--- src/rtl/pc_gen.sv ---
// pc_gen: fetch-stage program-counter generator.
// Drives the instruction-memory address (pc_o) and chip enable (ce_o), with
// prioritised redirects, a pending-redirect latch that survives stalls,
// target alignment checking and a halt mode. All outputs come from registers.
module pc_gen #(
  parameter int unsigned ADDR_W     = 32,
  parameter logic [ADDR_W-1:0] RESET_VEC = '0,
  parameter int unsigned STEP       = 4,
  parameter int unsigned ALIGN_BITS = 2,
  parameter int unsigned NUM_REDIR  = 2
) (
  input  logic                        clk,
  input  logic                        rst,
  input  logic                        stall_i,
  input  logic                        fetch_ready_i,
  input  logic                        halt_i,
  input  logic [NUM_REDIR-1:0]        redir_valid_i,
  input  logic [NUM_REDIR*ADDR_W-1:0] redir_target_i,
  output logic [ADDR_W-1:0]           pc_o,
  output logic                        ce_o,
  output logic                        misalign_o,
  output logic                        redir_pending_o
);

  typedef enum logic [1:0] {
    RST_S = 2'd0,
    RUN   = 2'd1,
    HALT  = 2'd2
  } state_t;

  // Low ALIGN_BITS cleared; ANDing a target with this forces alignment.
  localparam logic [ADDR_W-1:0] ALIGN_MASK = {ADDR_W{1'b1}} << ALIGN_BITS;
  localparam logic [ADDR_W-1:0] STEP_VAL   = ADDR_W'(STEP);

  state_t              state_reg, state_next;
  logic [ADDR_W-1:0]   pc_reg, pc_next;
  logic                ce_reg, ce_next;
  logic [ADDR_W-1:0]   pend_reg, pend_next;
  logic                pend_valid_reg, pend_valid_next;
  logic                misalign_reg, misalign_next;

  logic [ADDR_W-1:0]   target_arr [NUM_REDIR];
  logic                win_valid;
  logic [ADDR_W-1:0]   win_target;
  logic [ADDR_W-1:0]   win_aligned;
  logic                win_misaligned;
  logic                fire;

  // Unpack the flat target bus into one word per redirect source.
  genvar gi;
  generate
    for (gi = 0; gi < NUM_REDIR; gi++) begin : g_unpack
      assign target_arr[gi] = redir_target_i[gi*ADDR_W +: ADDR_W];
    end
  endgenerate

  // Priority select: scanning high to low leaves the lowest valid index last.
  always_comb begin
    win_valid  = |redir_valid_i;
    win_target = '0;
    for (int k = NUM_REDIR - 1; k >= 0; k--) begin
      if (redir_valid_i[k]) begin
        win_target = target_arr[k];
      end
    end
  end

  assign win_aligned    = win_target & ALIGN_MASK;
  assign win_misaligned = win_valid && ((win_target & ~ALIGN_MASK) != '0);

  // A fetch is accepted only while running with memory ready and no stall.
  assign fire = (state_reg == RUN) && ce_reg && fetch_ready_i && !stall_i;

  // State and datapath registers; rst discards everything including pending.
  always_ff @(posedge clk) begin
    if (rst) begin
      state_reg      <= RST_S;
      pc_reg         <= RESET_VEC;
      ce_reg         <= 1'b0;
      pend_reg       <= '0;
      pend_valid_reg <= 1'b0;
      misalign_reg   <= 1'b0;
    end else begin
      state_reg      <= state_next;
      pc_reg         <= pc_next;
      ce_reg         <= ce_next;
      pend_reg       <= pend_next;
      pend_valid_reg <= pend_valid_next;
      misalign_reg   <= misalign_next;
    end
  end

  // Next-state and next-PC selection.
  always_comb begin
    state_next      = state_reg;
    pc_next         = pc_reg;
    pend_next       = pend_reg;
    pend_valid_next = pend_valid_reg;
    misalign_next   = 1'b0;

    unique case (state_reg)
      RST_S: begin
        // Redirects are ignored here; the first fetch is RESET_VEC.
        state_next = RUN;
      end

      RUN: begin
        misalign_next = win_misaligned;
        if (fire) begin
          if (win_valid) begin
            pc_next = win_aligned;
          end else if (pend_valid_reg) begin
            pc_next = pend_reg;
          end else begin
            pc_next = pc_reg + STEP_VAL;
          end
          pend_valid_next = 1'b0;
        end else if (win_valid) begin
          // Newest redirect is the youngest correct path: overwrite.
          pend_next       = win_aligned;
          pend_valid_next = 1'b1;
        end
        if (halt_i) begin
          state_next = HALT;
        end
      end

      HALT: begin
        if (win_valid) begin
          // A redirect restarts fetch at its target and beats halt_i.
          misalign_next   = win_misaligned;
          state_next      = RUN;
          pc_next         = win_aligned;
          pend_valid_next = 1'b0;
        end else if (!halt_i) begin
          // Pending, if any, is kept for the next fire.
          state_next = RUN;
        end
      end

      default: begin
        state_next = RST_S;
      end
    endcase

    ce_next = (state_next == RUN);
  end

  assign pc_o            = pc_reg;
  assign ce_o            = ce_reg;
  assign misalign_o      = misalign_reg;
  assign redir_pending_o = pend_valid_reg;

endmodule

--- config.mk ---
export PLATFORM = sky130hd
export DESIGN_NAME = pc_gen
export DESIGN_NICKNAME = d
export VERILOG_FILES = /design/src/rtl/pc_gen.sv
export SDC_FILE = /design/constraint.sdc
export NUM_CORES = 1
export LEC_CHECK = 0
export ABC_CLOCK_PERIOD_IN_PS = 2200
export BUFFER_PORTS_ARGS = -buffer_cell sky130_fd_sc_hd__buf_2
export CORE_ASPECT_RATIO = 0.75
export CORE_MARGIN = 4
export CORE_UTILIZATION = 47
export DETAILED_ROUTE_END_ITERATION = 12
export PLACE_DENSITY_LB_ADDON = 0.15
export SLEW_MARGIN = 30
export SYNTH_ARGS = -nofsm -noshare
export SYNTH_HDL_FRONTEND = slang
export SYNTH_SLANG_ARGS = --single-unit
--- constraint.sdc ---
create_clock -name clk -period 2.2 [get_ports clk]
set_clock_uncertainty 0.2 [all_clocks]
set_input_delay 0.11 -clock clk [delete_from_list [all_inputs] [get_ports clk]]
set_output_delay 0.11 -clock clk [all_outputs]
set_load 0.005 [all_outputs]
Word level (Yosys, flattened, before mapping)
Index checks and enable logic that the tools add are counted.
{"block": "op_classes", "mux": 17, "n_reduce_logical": 12, "addsub": 1, "n_eq_ne": 6, "bitwise_logic": 1}
{"cell": "two-way mux 32 bit", "n": 6}
{"cell": "case mux 32 bit (2 select lines)", "n": 1}
{"cell": "adder 32 x 3 -> 32 bit, second input constant", "n": 1}
{"cell": "nonzero test 32 bit", "n": 1}
{"cell": "AND reduction 3 bit", "n": 3}
{"cell": "two-way mux 2 bit", "n": 3}
{"cell": "case mux 2 bit (3 select lines)", "n": 1}
{"cell": "equality test 2 x 1 -> 1 bit, second input constant", "n": 2}
{"cell": "logical AND 1 bit", "n": 4}
{"cell": "two-way mux 1 bit", "n": 4}
{"cell": "inequality test 2 bit, second input constant", "n": 2}
{"cell": "case mux 1 bit (2 select lines)", "n": 2}
{"cell": "inequality test 3 bit, second input constant", "n": 1}
{"cell": "equality test 2 bit, second input constant", "n": 1}
{"cell": "logical NOT 2 bit", "n": 1}
{"cell": "nonzero test 2 bit", "n": 1}
{"cell": "OR reduction 2 bit", "n": 1}
{"cell": "logical NOT 1 bit", "n": 1}
{"cell": "inverter 1 bit", "n": 1}
{"block": "word_totals", "out_inout_bits": 35, "input_bits": 71, "wordCells": 43, "ff_bits": 67}

Logic depth before layout (Yosys ltp)
{"block": "logic_depth", "ltp_word": 6, "mapped_depth": 9, "ltp_nobuf": 7}

Worst setup path before layout
OpenSTA, ideal clock, no wires.
{"block": "synth_timing", "kind": "register -> register", "from": "register state_reg[0]", "to": "register pc_reg[12], in the netlist pc_o[12]", "period_less_slack_ps": 2113, "stages_incl_launch_ff": 10, "slack_ps": 87, "n_path_buf": 3, "setup_ps": 91, "arrival_time_ps": 1822, "required_time_ps": 1909, "path_cell_list": "dfxtp_1 inv_1 ha_1 buf_2 nor3b_1 a211oi_2 buf_2 buf_2 nor2_1 a311oi_1"}
{"block": "synth_between", "elab_chain_cells": 6, "word_cells_on_any_way": 10, "classes_between": "eq/ne (4); mux (1); reduce/logical (5)"}
{"item": "start, declared", "line": "35", "source": "state_t state_reg, state_next;"}
{"item": "start signal, assigned", "line": "84", "source": "state_reg <= state_next;"}
{"item": "equality test 2 x 1 -> 1 bit", "line": "72, 101"}
{"item": "logical AND 1 bit (3 in series)", "line": "72", "source": "assign fire = (state_reg == RUN) && ce_reg && fetch_ready_i && !stall_i;"}
{"item": "inequality test 2 bit (no source line)"}
{"item": "AND reduction 3 bit (no source line)"}
{"item": "end signal, assigned", "line": "85", "source": "pc_reg <= pc_next;"}
{"item": "end, declared", "line": "36", "source": "logic [ADDR_W-1:0] pc_reg, pc_next;"}
Several ways; a longest one is shown, not always the timed one.
A chain may end at the register's enable or synchronous reset.

Worst setup path in the final report
{"block": "layout_timing", "from": "register state_reg[1]", "to": "register pc_reg[30], in the netlist pc_o[30]"}
The elaborated chain is that of the path after synthesis.

==> results.toml <==
[grt]
grt_usage = 0.256
top_usage_layer = "met2"
use_met3 = 0.0663
grt_pass1_wl_um = 20000
overflow = 0
grt_pass1_vias = 4077
antenna_found_initial = 0
grt_use_met2 = 0.421
met1_usage = 0.339
grt_max_degree = 34

[cells_and_area]
stdcell_count = 739
num-fill-cells = 613
n_antenna_cell = 0
final_nets = 709
utilization = 0.706
syn_to_final_growth_pct = 42.4
layout-drive-gt1-share = 0.276

[setup_path]
startpoint_type = "flop"
worstSetupPathType = "reg2reg"
path_cells = "inv_1 > ha_4 > buf_4 > a211oi_4 > buf_12 > nor2_1 > a311o_1 > a311oi_1"
r2r_setup_slack_ns = 0.09
startpoint = "state_reg[1]"
cp_top_family = "compound AO/OA/AOI/OAI gates"
r2r_cells = 8
crit_path_top_delay_cell = "dfxtp_1"
r2r-end = "pc_o[30]"
endpoint_kind = "flop"
worstPathMaxFanout = 9
cp_data_arrival_time_ns = 2.17
crit_buf_inv = 3
crit_required_ns = 2.27
timing.rr.start = "state_reg[1]"
critical_path.max_stage_delay_ns = 0.36

[synth]
yosysSeqAreaShare = 0.348
syn_inst = 473
ys_warn_count = 0
synth-seq-cells = 65
yosysTopAreaCellShare = 0.348
synth_edf_count = 0
synth_cell_types = 54
synthArstFlopShare = 0
yosysTopAreaCell = "dfxtp_1"
ys_top_cells_by_area = "dfxtp_1 (35%), nor2_1 (7.1%), a211oi_1 (6.4%), a22oi_1 (5.6%), o21ai_0 (3.6%)"
ys.flop_type = "dfxtp_1"
syn-cell-area_um2 = 3740
avgSynthCellArea_um2 = 7.90
synth.most_common_cell = "nor2_1"
synthTopCellsByCount = "nor2_1 (71), dfxtp_1 (65), a211oi_1 (32)"

[routing]
vias = 4343
vias_per_cell = 5.88
drc = 0
drt_iter0_drc = 272
avgRoutedWirePerCell_um = 16.6
ant_nets = 0
wirelength_um = 12300
firstDrtPassIters = 5

[floorplan]
rows = 27
die_area_um2 = 9460
ioPinCount = 106
die_w_um = 111
initial_core_util = 0.496
fp.coreArea_um2 = 7530
die_h_um = 85.2

[placed_design]
dp_hpwl_um = 8330
gp_congestion = 0.851
dp_cells = 670
numPortBuffers = 103

[hold_path]
holdPathStages = 3
worst_hold_path.endpoint = "pend_reg[10]"
hold_class = "in2reg"
hold_start = "redir_target_i[42]"

[clock_tree]
numCtsBuffers = 9
clkTransAtPathRegs_ns = 0.07
clock_sinks = 65
root_buffer = "clkbuf_8"
cts_tree = "built"
cts_htree_levels = 3
cts_max_path_buffers = 2
clk_latency_ns = 0.36

[power_and_ir_drop]
power.switching_mw = 1.20
clkPwrFrac = 0.288
ir_drop_mv = 0.453
seqPwrFrac = 0.404
p_sw_frac = 0.333
p_leak_nw = 2.15
combPwrFrac = 0.308
power_mw = 3.62
p_int_mw = 2.41
p_per_area_nw_per_um2 = 680

[run_status]
outcome = "complete, but fails checks"
violations = "hold timing"

[timing]
period_needed_ns = 2.11
fmax_mhz = 475
hold_viol_final = 1
hold-worst-slack_ns = -0.00569
grt_setup_unrepaired = "false"
drv_slew = 0
post-route-period-util = 0.957
setup_viol = 0

[flow_run]
cap_violations = 0
==> logic make-up (layout without fill, tap and decap cells) <==
group | after synthesis | after routing | synth area share
simple gates | 177 | 177 | 0.236
compound gates | 159 | 159 | 0.296
other cells | 1 | 2 | 0.00100
xor+xnor | 14 | 14 | 0.0328
buf+inv | 46 | 210 | 0.0536
mux | 6 | 6 | 0.0161
fa+ha+maj | 5 | 5 | 0.0167
flops | 65 | 65 | 0.348
==> per-stage QoR <==
stage | setup TNS (ns) | instance area [um2] | hold slack, ns | setup slack (ns)
floorplan | 0 | 3740 | 0.0820 | 0.0871
global placement | 0 | 4510 | 0.204 | 0.111
detailed placement | -0.0476 | 4510 | 0.216 | -0.0476
CTS | 0 | 5270 | 0.000237 | 0.0176
global route | 0 | 5320 | 0.00572 | 0.00327
finish | 0 | 5320 | -0.00569 | 0.0940
==> worst reg2reg max path: cells and delay by family, from the launching register on <==
| kind | cells | cell delay, ns |
|---|---|---|
| and+or+nand+nor | 1 | 0.04 |
| adders and majority gates | 1 | 0.19 |
| AOI/OAI and AO/OA | 3 | 0.80 |
| DFF | 1 | 0.36 |
| buffers and inverters | 3 | 0.43 |
==> cell usage in the layout (no fill, tap or decap), types with 5 or more instances in the layout <==
cell type	netlist	final
a211oi_1	32	31
a21oi_1	24	24
a22oi_1	28	28
a311oi_1	15	14
a31oi_1	7	7
and3_1	9	8
buf_2	13	103
buf_4	3	30
clkbuf_8	0	10
dfxtp_1	65	63
dlygate4sd3_1	0	50
mux2i_1	6	6
nand2_1	30	29
nand3_1	17	17
nand4_1	8	8
nor2_1	71	71
nor3_1	9	9
nor4_1	7	7
o211ai_1	5	5
o21ai_0	27	27
xor2_1	10	10
==> power groups by stage <==
stage / clock network (mW) / registers (mW) / logic, mW
2_1_floorplan: 0 / 1.47 / 0.567
3_3_place_gp: 0 / 1.47 / 0.923
3_5_place_dp: 0 / 1.48 / 0.958
4_1_cts: 1.05 / 1.45 / 1.09
5_1_grt: 1.10 / 1.48 / 1.23
6_report: 1.04 / 1.46 / 1.11
==> metal layers <==
metal	part of all wire	wire, um
met4	0.015	178
met1	0.45	5510
met3	0.073	895
met5	0	0
met2	0.46	5680
==> timing repair <==
item / CTS / global route
hold buffers: 50 / 0
setup endpoints to repair: 4 / 15
cloned: 1 / 0
buffers inserted: 2 / 0
gates resized for setup: 4 / 10
hold endpoints to repair: 34 / 0
pin swaps: 0 / 2
==> how the worst max path moves through the flow <==
stage / endpoint / slack, ns / cells after the start
6_report: pc_o[30] / 0.09 / 8
5_1_grt: pc_o[12] / 0.003 / 6
4_1_cts: pc_o[11] / 0.02 / 9
3_5_place_dp: pc_o[24] / -0.05 / 6
3_3_place_gp: pc_o[24] / 0.11 / 6
2_1_floorplan: pc_o[12] / 0.09 / 9
==> final cells by class <==
cell class | instances | area, um2 | area share
Tap cell | 101 | 126 | 0.0238
Clock buffer | 11 | 141 | 0.0266
Inverter | 5 | 18.8 | 0.00353
Timing Repair Buffer | 189 | 1370 | 0.257
Multi-Input combinational cell | 363 | 2310 | 0.434
Clock inverter | 5 | 55.1 | 0.0103
Sequential cell | 65 | 1300 | 0.245
Power figures use the tool's default switching activity.
